File: src/rtl/tone_pkg.sv
// tone_pkg
//   Constants shared by the tone generator and the tone decoder:
//   - the eight note divisors L (the generator toggles its output every L+1 clocks)
//   - the 3-bit note code enumeration {key3,key2,key1}
//   - the decoder FSM state encoding
//   - nominal_half(): maps a note code to its nominal half-period (L+1)
package tone_pkg;

  localparam logic [31:0] DIV_DO  = 32'd191112;
  localparam logic [31:0] DIV_RE  = 32'd170267;
  localparam logic [31:0] DIV_MI  = 32'd151682;
  localparam logic [31:0] DIV_FA  = 32'd143172;
  localparam logic [31:0] DIV_SOL = 32'd127552;
  localparam logic [31:0] DIV_LA  = 32'd113636;
  localparam logic [31:0] DIV_SI  = 32'd101238;
  localparam logic [31:0] DIV_DO2 = 32'd95451;

  typedef enum logic [2:0] {
    NOTE_DO  = 3'd0,
    NOTE_RE  = 3'd1,
    NOTE_MI  = 3'd2,
    NOTE_FA  = 3'd3,
    NOTE_SOL = 3'd4,
    NOTE_LA  = 3'd5,
    NOTE_SI  = 3'd6,
    NOTE_DO2 = 3'd7
  } note_code_e;

  localparam logic [1:0] ST_IDLE    = 2'd0;
  localparam logic [1:0] ST_MEASURE = 2'd1;
  localparam logic [1:0] ST_LOCKED  = 2'd2;

  // The generator counts 0..L before toggling, so one half-period is L+1 clocks.
  function automatic logic [31:0] nominal_half(input logic [2:0] code);
    logic [31:0] div;
    case (note_code_e'(code))
      NOTE_DO:  div = DIV_DO;
      NOTE_RE:  div = DIV_RE;
      NOTE_MI:  div = DIV_MI;
      NOTE_FA:  div = DIV_FA;
      NOTE_SOL: div = DIV_SOL;
      NOTE_LA:  div = DIV_LA;
      NOTE_SI:  div = DIV_SI;
      default:  div = DIV_DO2;
    endcase
    return div + 32'd1;
  endfunction

endpackage

File: src/rtl/tone_classifier.sv
// tone_classifier
//   Combinational pitch classifier.
//   Ports:
//     h     in  [31:0] measured half-period in clk cycles
//     hit   out        h lies within +/-TOL of one nominal half-period
//     code  out [2:0]  note code of the matching nominal (0 when no hit)
//   The nominals are far more than 2*TOL apart, so at most one entry matches.
module tone_classifier #(
  parameter int unsigned TOL = 64
) (
  input  logic [31:0] h,
  output logic        hit,
  output logic [2:0]  code
);
  import tone_pkg::*;

  localparam logic [31:0] TOL_W = 32'(TOL);

  // Window written as two unsigned bounds so no signed subtraction is needed.
  always_comb begin
    hit  = 1'b0;
    code = 3'd0;
    for (int i = 0; i < 8; i++) begin
      if ((h >= nominal_half(3'(i)) - TOL_W) && (h <= nominal_half(3'(i)) + TOL_W)) begin
        hit  = 1'b1;
        code = 3'(i);
      end
    end
  end

endmodule

File: src/rtl/tone_decoder.sv
// tone_decoder
//   Measures the half-period of a square-wave audio input, classifies it
//   against the eight note divisors and reports the key code once the pitch
//   has been stable for LOCK_COUNT consecutive half-periods.
//   Ports:
//     clk          in         system clock
//     reset        in         asynchronous, active-high reset
//     audio_in     in         square-wave audio, asynchronous to clk
//     note_code    out [2:0]  decoded key code (000 DO .. 111 DO2)
//     note_valid   out        high while a locked note is present
//     note_change  out        one-cycle pulse on lock or on a code change while valid
//     half_period  out [31:0] last measured half-period in clk cycles
module tone_decoder #(
  parameter int unsigned TOL        = 64,
  parameter int unsigned LOCK_COUNT = 4,
  parameter int unsigned TIMEOUT    = 262143
) (
  input  logic        clk,
  input  logic        reset,
  input  logic        audio_in,
  output logic [2:0]  note_code,
  output logic        note_valid,
  output logic        note_change,
  output logic [31:0] half_period
);
  import tone_pkg::*;

  localparam logic [31:0]       TIMEOUT_W = 32'(TIMEOUT);
  localparam int                CNT_W     = $clog2(LOCK_COUNT + 1);
  localparam logic [CNT_W-1:0]  LOCK_W    = CNT_W'(LOCK_COUNT);

  logic             sync1_q, sync1_d;
  logic             sync2_q, sync2_d;
  logic             prev_q, prev_d;
  logic [31:0]      edge_cnt_q, edge_cnt_d;
  logic [1:0]       state_q, state_d;
  logic [2:0]       cand_q, cand_d;
  logic [CNT_W-1:0] cand_cnt_q, cand_cnt_d;
  logic [2:0]       note_code_q, note_code_d;
  logic             note_valid_q, note_valid_d;
  logic             note_change_q, note_change_d;
  logic [31:0]      half_period_q, half_period_d;

  logic             edge_det;
  logic             timeout;
  logic             hit;
  logic [2:0]       hit_code;

  // The counter value at an edge is exactly the number of cycles since the
  // previous edge, so it is classified directly.
  tone_classifier #(.TOL(TOL)) u_classifier (
    .h    (edge_cnt_q),
    .hit  (hit),
    .code (hit_code)
  );

  always_comb begin
    sync1_d       = audio_in;
    sync2_d       = sync1_q;
    prev_d        = sync2_q;
    edge_cnt_d    = edge_cnt_q;
    state_d       = state_q;
    cand_d        = cand_q;
    cand_cnt_d    = cand_cnt_q;
    note_code_d   = note_code_q;
    note_valid_d  = note_valid_q;
    note_change_d = 1'b0;
    half_period_d = half_period_q;

    edge_det = sync2_q ^ prev_q;
    timeout  = (edge_cnt_q == TIMEOUT_W);

    if (edge_det) begin
      edge_cnt_d = 32'd1;
    end else if (!timeout) begin
      edge_cnt_d = edge_cnt_q + 32'd1;
    end

    case (state_q)
      ST_IDLE: begin
        // First edge only starts the measurement; there is no interval yet.
        if (edge_det) state_d = ST_MEASURE;
      end
      ST_MEASURE, ST_LOCKED: begin
        // An edge takes priority over a coincident timeout.
        if (edge_det) begin
          half_period_d = edge_cnt_q;
          if (!hit) begin
            cand_cnt_d   = '0;
            note_valid_d = 1'b0;
            state_d      = ST_MEASURE;
          end else begin
            if (hit_code == cand_q) begin
              if (cand_cnt_q != LOCK_W) cand_cnt_d = cand_cnt_q + CNT_W'(1);
            end else begin
              cand_d     = hit_code;
              cand_cnt_d = CNT_W'(1);
            end
            // While locked, the old code keeps being reported until the new
            // candidate has accumulated a full lock count.
            if ((cand_cnt_d == LOCK_W) && (!note_valid_q || (cand_d != note_code_q))) begin
              note_code_d   = cand_d;
              note_valid_d  = 1'b1;
              note_change_d = 1'b1;
              state_d       = ST_LOCKED;
            end
          end
        end else if (timeout) begin
          note_valid_d = 1'b0;
          cand_cnt_d   = '0;
          state_d      = ST_IDLE;
        end
      end
      default: state_d = ST_IDLE;
    endcase
  end

  always_ff @(posedge clk or posedge reset) begin
    if (reset) begin
      sync1_q       <= 1'b0;
      sync2_q       <= 1'b0;
      prev_q        <= 1'b0;
      edge_cnt_q    <= '0;
      state_q       <= ST_IDLE;
      cand_q        <= '0;
      cand_cnt_q    <= '0;
      note_code_q   <= '0;
      note_valid_q  <= 1'b0;
      note_change_q <= 1'b0;
      half_period_q <= '0;
    end else begin
      sync1_q       <= sync1_d;
      sync2_q       <= sync2_d;
      prev_q        <= prev_d;
      edge_cnt_q    <= edge_cnt_d;
      state_q       <= state_d;
      cand_q        <= cand_d;
      cand_cnt_q    <= cand_cnt_d;
      note_code_q   <= note_code_d;
      note_valid_q  <= note_valid_d;
      note_change_q <= note_change_d;
      half_period_q <= half_period_d;
    end
  end

  assign note_code   = note_code_q;
  assign note_valid  = note_valid_q;
  assign note_change = note_change_q;
  assign half_period = half_period_q;

endmodule

File: config.mk
export PLATFORM = sky130hd
export DESIGN_NAME = tone_decoder
export DESIGN_NICKNAME = d
export VERILOG_FILES = /design/src/rtl/tone_pkg.sv /design/src/rtl/tone_classifier.sv /design/src/rtl/tone_decoder.sv
export SDC_FILE = /design/constraint.sdc
export NUM_CORES = 1
export LEC_CHECK = 0
export CAP_MARGIN = 20
export CORE_MARGIN = 2
export CORE_UTILIZATION = 58
export CTS_CLUSTER_SIZE = 25
export DETAILED_ROUTE_END_ITERATION = 10
export GPL_TIMING_DRIVEN = 0
export HOLD_SLACK_MARGIN = 0.02
export PLACE_DENSITY = 0.8
export SLEW_MARGIN = 10
export SYNTH_ARGS = -nofsm -noshare
export SYNTH_HDL_FRONTEND = slang
export SYNTH_SLANG_ARGS = --single-unit
File: constraint.sdc
create_clock -name clk -period 4.3 [get_ports clk]
set_input_delay 1.29 -clock clk [delete_from_list [all_inputs] [get_ports clk]]
set_output_delay 1.29 -clock clk [all_outputs]
set_load 0.05 [all_outputs]
==> run_results.csv <==
group,metric,value,unit
logic_synthesis,syn_area,4460,µm²
sta,setup_viol_count_final,0,
clock_network,holdBufCountCts,0,
setup_path,path_max_fanout,9,
layout,nNetsFinal,519,
global_routing,grt_max_degree,47,
global_routing,grt_usage,0.270,
setup_path,worstSetupStartpointType,"flip-flop",
detailed_routing,drtAntennaViolNets,0,
placement,hpwlAfterDp,7640,µm
sta,fin_tns_setup,0,ns
logic_synthesis,syn_inst,458,
logic_synthesis,yosysSeqAreaShare,0.449,
setup_path,critPathKind,"reg -> reg",
power,ir_drop,246,µV
clock_network,cts.sinks,80,
status,status,"complete, no violations",
logic_synthesis,synth-async-reset-ratio,1.00,
global_routing,antenna_found_initial,0,
clock_network,root_buffer,"clkbuf_8",
detailed_routing,vias,3773,
power,swShare,0.292,
clock_network,cts.path.max_buffers,2,
layout,drive_above_1_share,0.117,
clock_network,cts_setup_buffers,0,
setup_path,arrival,3.79,ns
sta,worst_pin_slew,0.674,ns
logic_synthesis,synth_top_area_frac,0.449,
floorplan,boundaryPins,40,
sta,fmax,0.281,GHz
logic_synthesis,ys.flop_type,"dfrtp_1",
logic_synthesis,yosys.area.top_type,"dfrtp_1",
floorplan,core_area,7330,µm²
power,p_per_area,344,nW/µm²
setup_path,crit_required,4.53,ns
global_routing,grt_pass1_vias,3731,
logic_synthesis,synth_common_cells,"80 x dfrtp_1, 39 x nand2_1, 38 x nor2_1",
detailed_routing,drt_first_iter_violations,297,
sta,max_slew_margin,0.551,
logic_synthesis,yosys.cell_types.count,66,
global_routing,grt_pass1_wl,18300,µm
layout,area_growth_syn_to_layout,17.8,%
setup_path,startpoint,"edge_cnt_q[9]$_DFFE_PP0P_",
sta,finClkSkew,0.00911,ns
logic_synthesis,synth.avg_cell_area,9.74,µm²
setup_path,r2r_start,"edge_cnt_q[9]$_DFFE_PP0P_",
clock_network,clock_latency,0.36,ns
sta,final-max-slew-violation-count,0,
sta,post-route-min-period,3.56,ns
flow_run,max_cap_viol_count,0,
detailed_routing,top_layer,"met4",
floorplan,chipWidth,91.7,µm
detailed_routing,wire_per_inst,17.5,µm
sta,hold_viol,0,
floorplan,placementRows,31,
detailed_routing,route.met2.wl,5310,µm
logic_synthesis,synth_most_common_cell,"dfrtp_1",
logic_synthesis,synth_edf_count,0,
clock_network,numCtsBuffers,9,
logic_synthesis,syn-num-nets,468,
placement,port_buffers,39,
clock_network,cts_tree,"done",
detailed_routing,vias_per_cell,6.15,
hold_path,min-delay-start,"sync1_q$_DFF_PP0_",
power,comb_power_share,0.175,
power,p_switching,0.527,mW
placement,gp_congestion,1.01,
detailed_routing,wl,10700,µm
logic_synthesis,yosysWarnings,0,
detailed_routing,wl_met1,4610,µm
sta,period_share,0.828,
setup_path,cp-endpoint,"edge_cnt_q[31]$_DFFE_PP0P_",
power,cellLeakagePower,2.21,nW
detailed_routing,route.met3.wl,587,µm
logic_synthesis,ys_seq_elements,80,
floorplan,die_h,91.7,µm
floorplan,start_util,0.608,
layout,n_antenna_cell,0,
clock_network,clkSlewWorstSetupHoldPaths,0.09,ns
sta,rsz0062_at_grt,"false",
clock_network,cts_repair_resize_count,0,
logic_synthesis,synth_top_cells_by_area,"dfrtp_1 45%, mux2_2 6.8%, o21ai_0 3.4%, xnor2_1 3.3%, nand2_1 3.3%",
power,pwr-share-clk,0.382,
global_routing,grt_remaining_overflow,0,
setup_path,rrSetupSlack,0.74,ns
detailed_routing,route.detailed.drc,0,
setup_path,end_kind,"flip-flop",
floorplan,dieArea,8410,µm²
setup_path,r2r_cells,11,
power,seq_power_share,0.442,
hold_path,min_path_type,"reg -> reg",
setup_path,r2r_end,"edge_cnt_q[31]$_DFFE_PP0P_",
power,p_int,1.28,mW
clock_network,h-tree-depth,3,
detailed_routing,firstDrtPassIters,5,
layout,finish.utilization,0.717,
-- power groups by stage --
stage | sequential (mW) | combinational, mW | clock, mW
finish | 0.800 | 0.317 | 0.690
CTS | 0.798 | 0.317 | 0.699
floorplan | 0.862 | 0.175 | 0
global placement | 0.811 | 0.306 | 0
detailed placement | 0.813 | 0.316 | 0
global route | 0.802 | 0.345 | 0.730
-- logic make-up after synthesis --
logic type,count (synthesis),share of synthesized area
AND/OR/NAND/NOR,172,0.218
AO/OA/AOI/OAI,96,0.141
flip-flops,80,0.449
buffers and inverters,44,0.0393
multiplexers,30,0.0771
XOR/XNOR,29,0.0569
adder cells (fa/ha/maj),7,0.0196
-- stage by stage --
step	setup WS, ns	hold WS [ns]	cells	instance area [µm²]	total power, mW
after floorplan	0.958	0.331	458	4460	1.04
after global placement	-0.280	0.335	596	4970	1.12
after detailed placement	0.864	0.337	597	5000	1.13
after global routing	0.521	0.386	613	5260	1.88
after CTS	0.774	0.368	613	5260	1.81
final	0.741	0.362	613	5260	1.81
-- area by class of cell --
| cell class | instances | area [µm²] |
|---|---|---|
| multi-input combinational | 334 | 2280 |
| fill | 544 | 2080 |
| sequential | 80 | 2000 |
| timing repair buffer | 40 | 418 |
| clock inverter | 7 | 126 |
| clock buffer | 9 | 124 |
| tap | 99 | 124 |
| buffer | 28 | 115 |
| inverter | 16 | 62.6 |
-- placed cells by master (no fill, tap or decap), types with 5 or more instances in the layout --
cell type         n
dfrtp_1          80
nand2_1          39
clkdlybuf4s50_1  39
nor2_1           38
o21ai_0          30
mux2_2           27
clkbuf_1         22
a21oi_1          21
xnor2_1          17
inv_1            15
nand4_1          13
xor2_1           12
or3_1            11
and3_1            9
clkbuf_8          9
nand3_1           8
nor3_1            8
nor4_1            7
ha_1              7
nand2b_1          6
or4_1             5
-- worst max-delay path, cell delays in order, from the launching register on --
cell	delay, ns
dfrtp_1	0.49
nand4_1	0.38
or4_1	0.59
or4_1	0.42
clkbuf_1	0.24
nand3_1	0.32
or4_1	0.16
clkbuf_1	0.28
nor2_1	0.13
nand4_1	0.15
xor2_1	0.20
nor2_1	0.06
-- worst min path at each step --
stage,depth (start not counted),slack (ns),to
after floorplan,0,0.33,prev_d$_DFF_PP0_
after global placement,0,0.33,prev_d$_DFF_PP0_
after detailed placement,0,0.34,prev_d$_DFF_PP0_
after CTS,0,0.37,prev_d$_DFF_PP0_
after global routing,0,0.39,prev_d$_DFF_PP0_
final,0,0.36,prev_d$_DFF_PP0_
-- state kept, by name, summed over array words and instances (netlist names), 2 cells and up --
signal and count:
edge_cnt_q 32, half_period 32, cand_cnt_q 3, cand_q 3, note_code 3, state_q 2
-- layer usage --
metal / global-route usage / vias to the layer above
met1: 0.357 / 1864
met3: 0.0583 / 20
met4: 0.0995 / 0
li1: - / 1759
met2: 0.441 / 130
met5: 0 / -
Note: power is estimated with default switching activity, not from simulation.
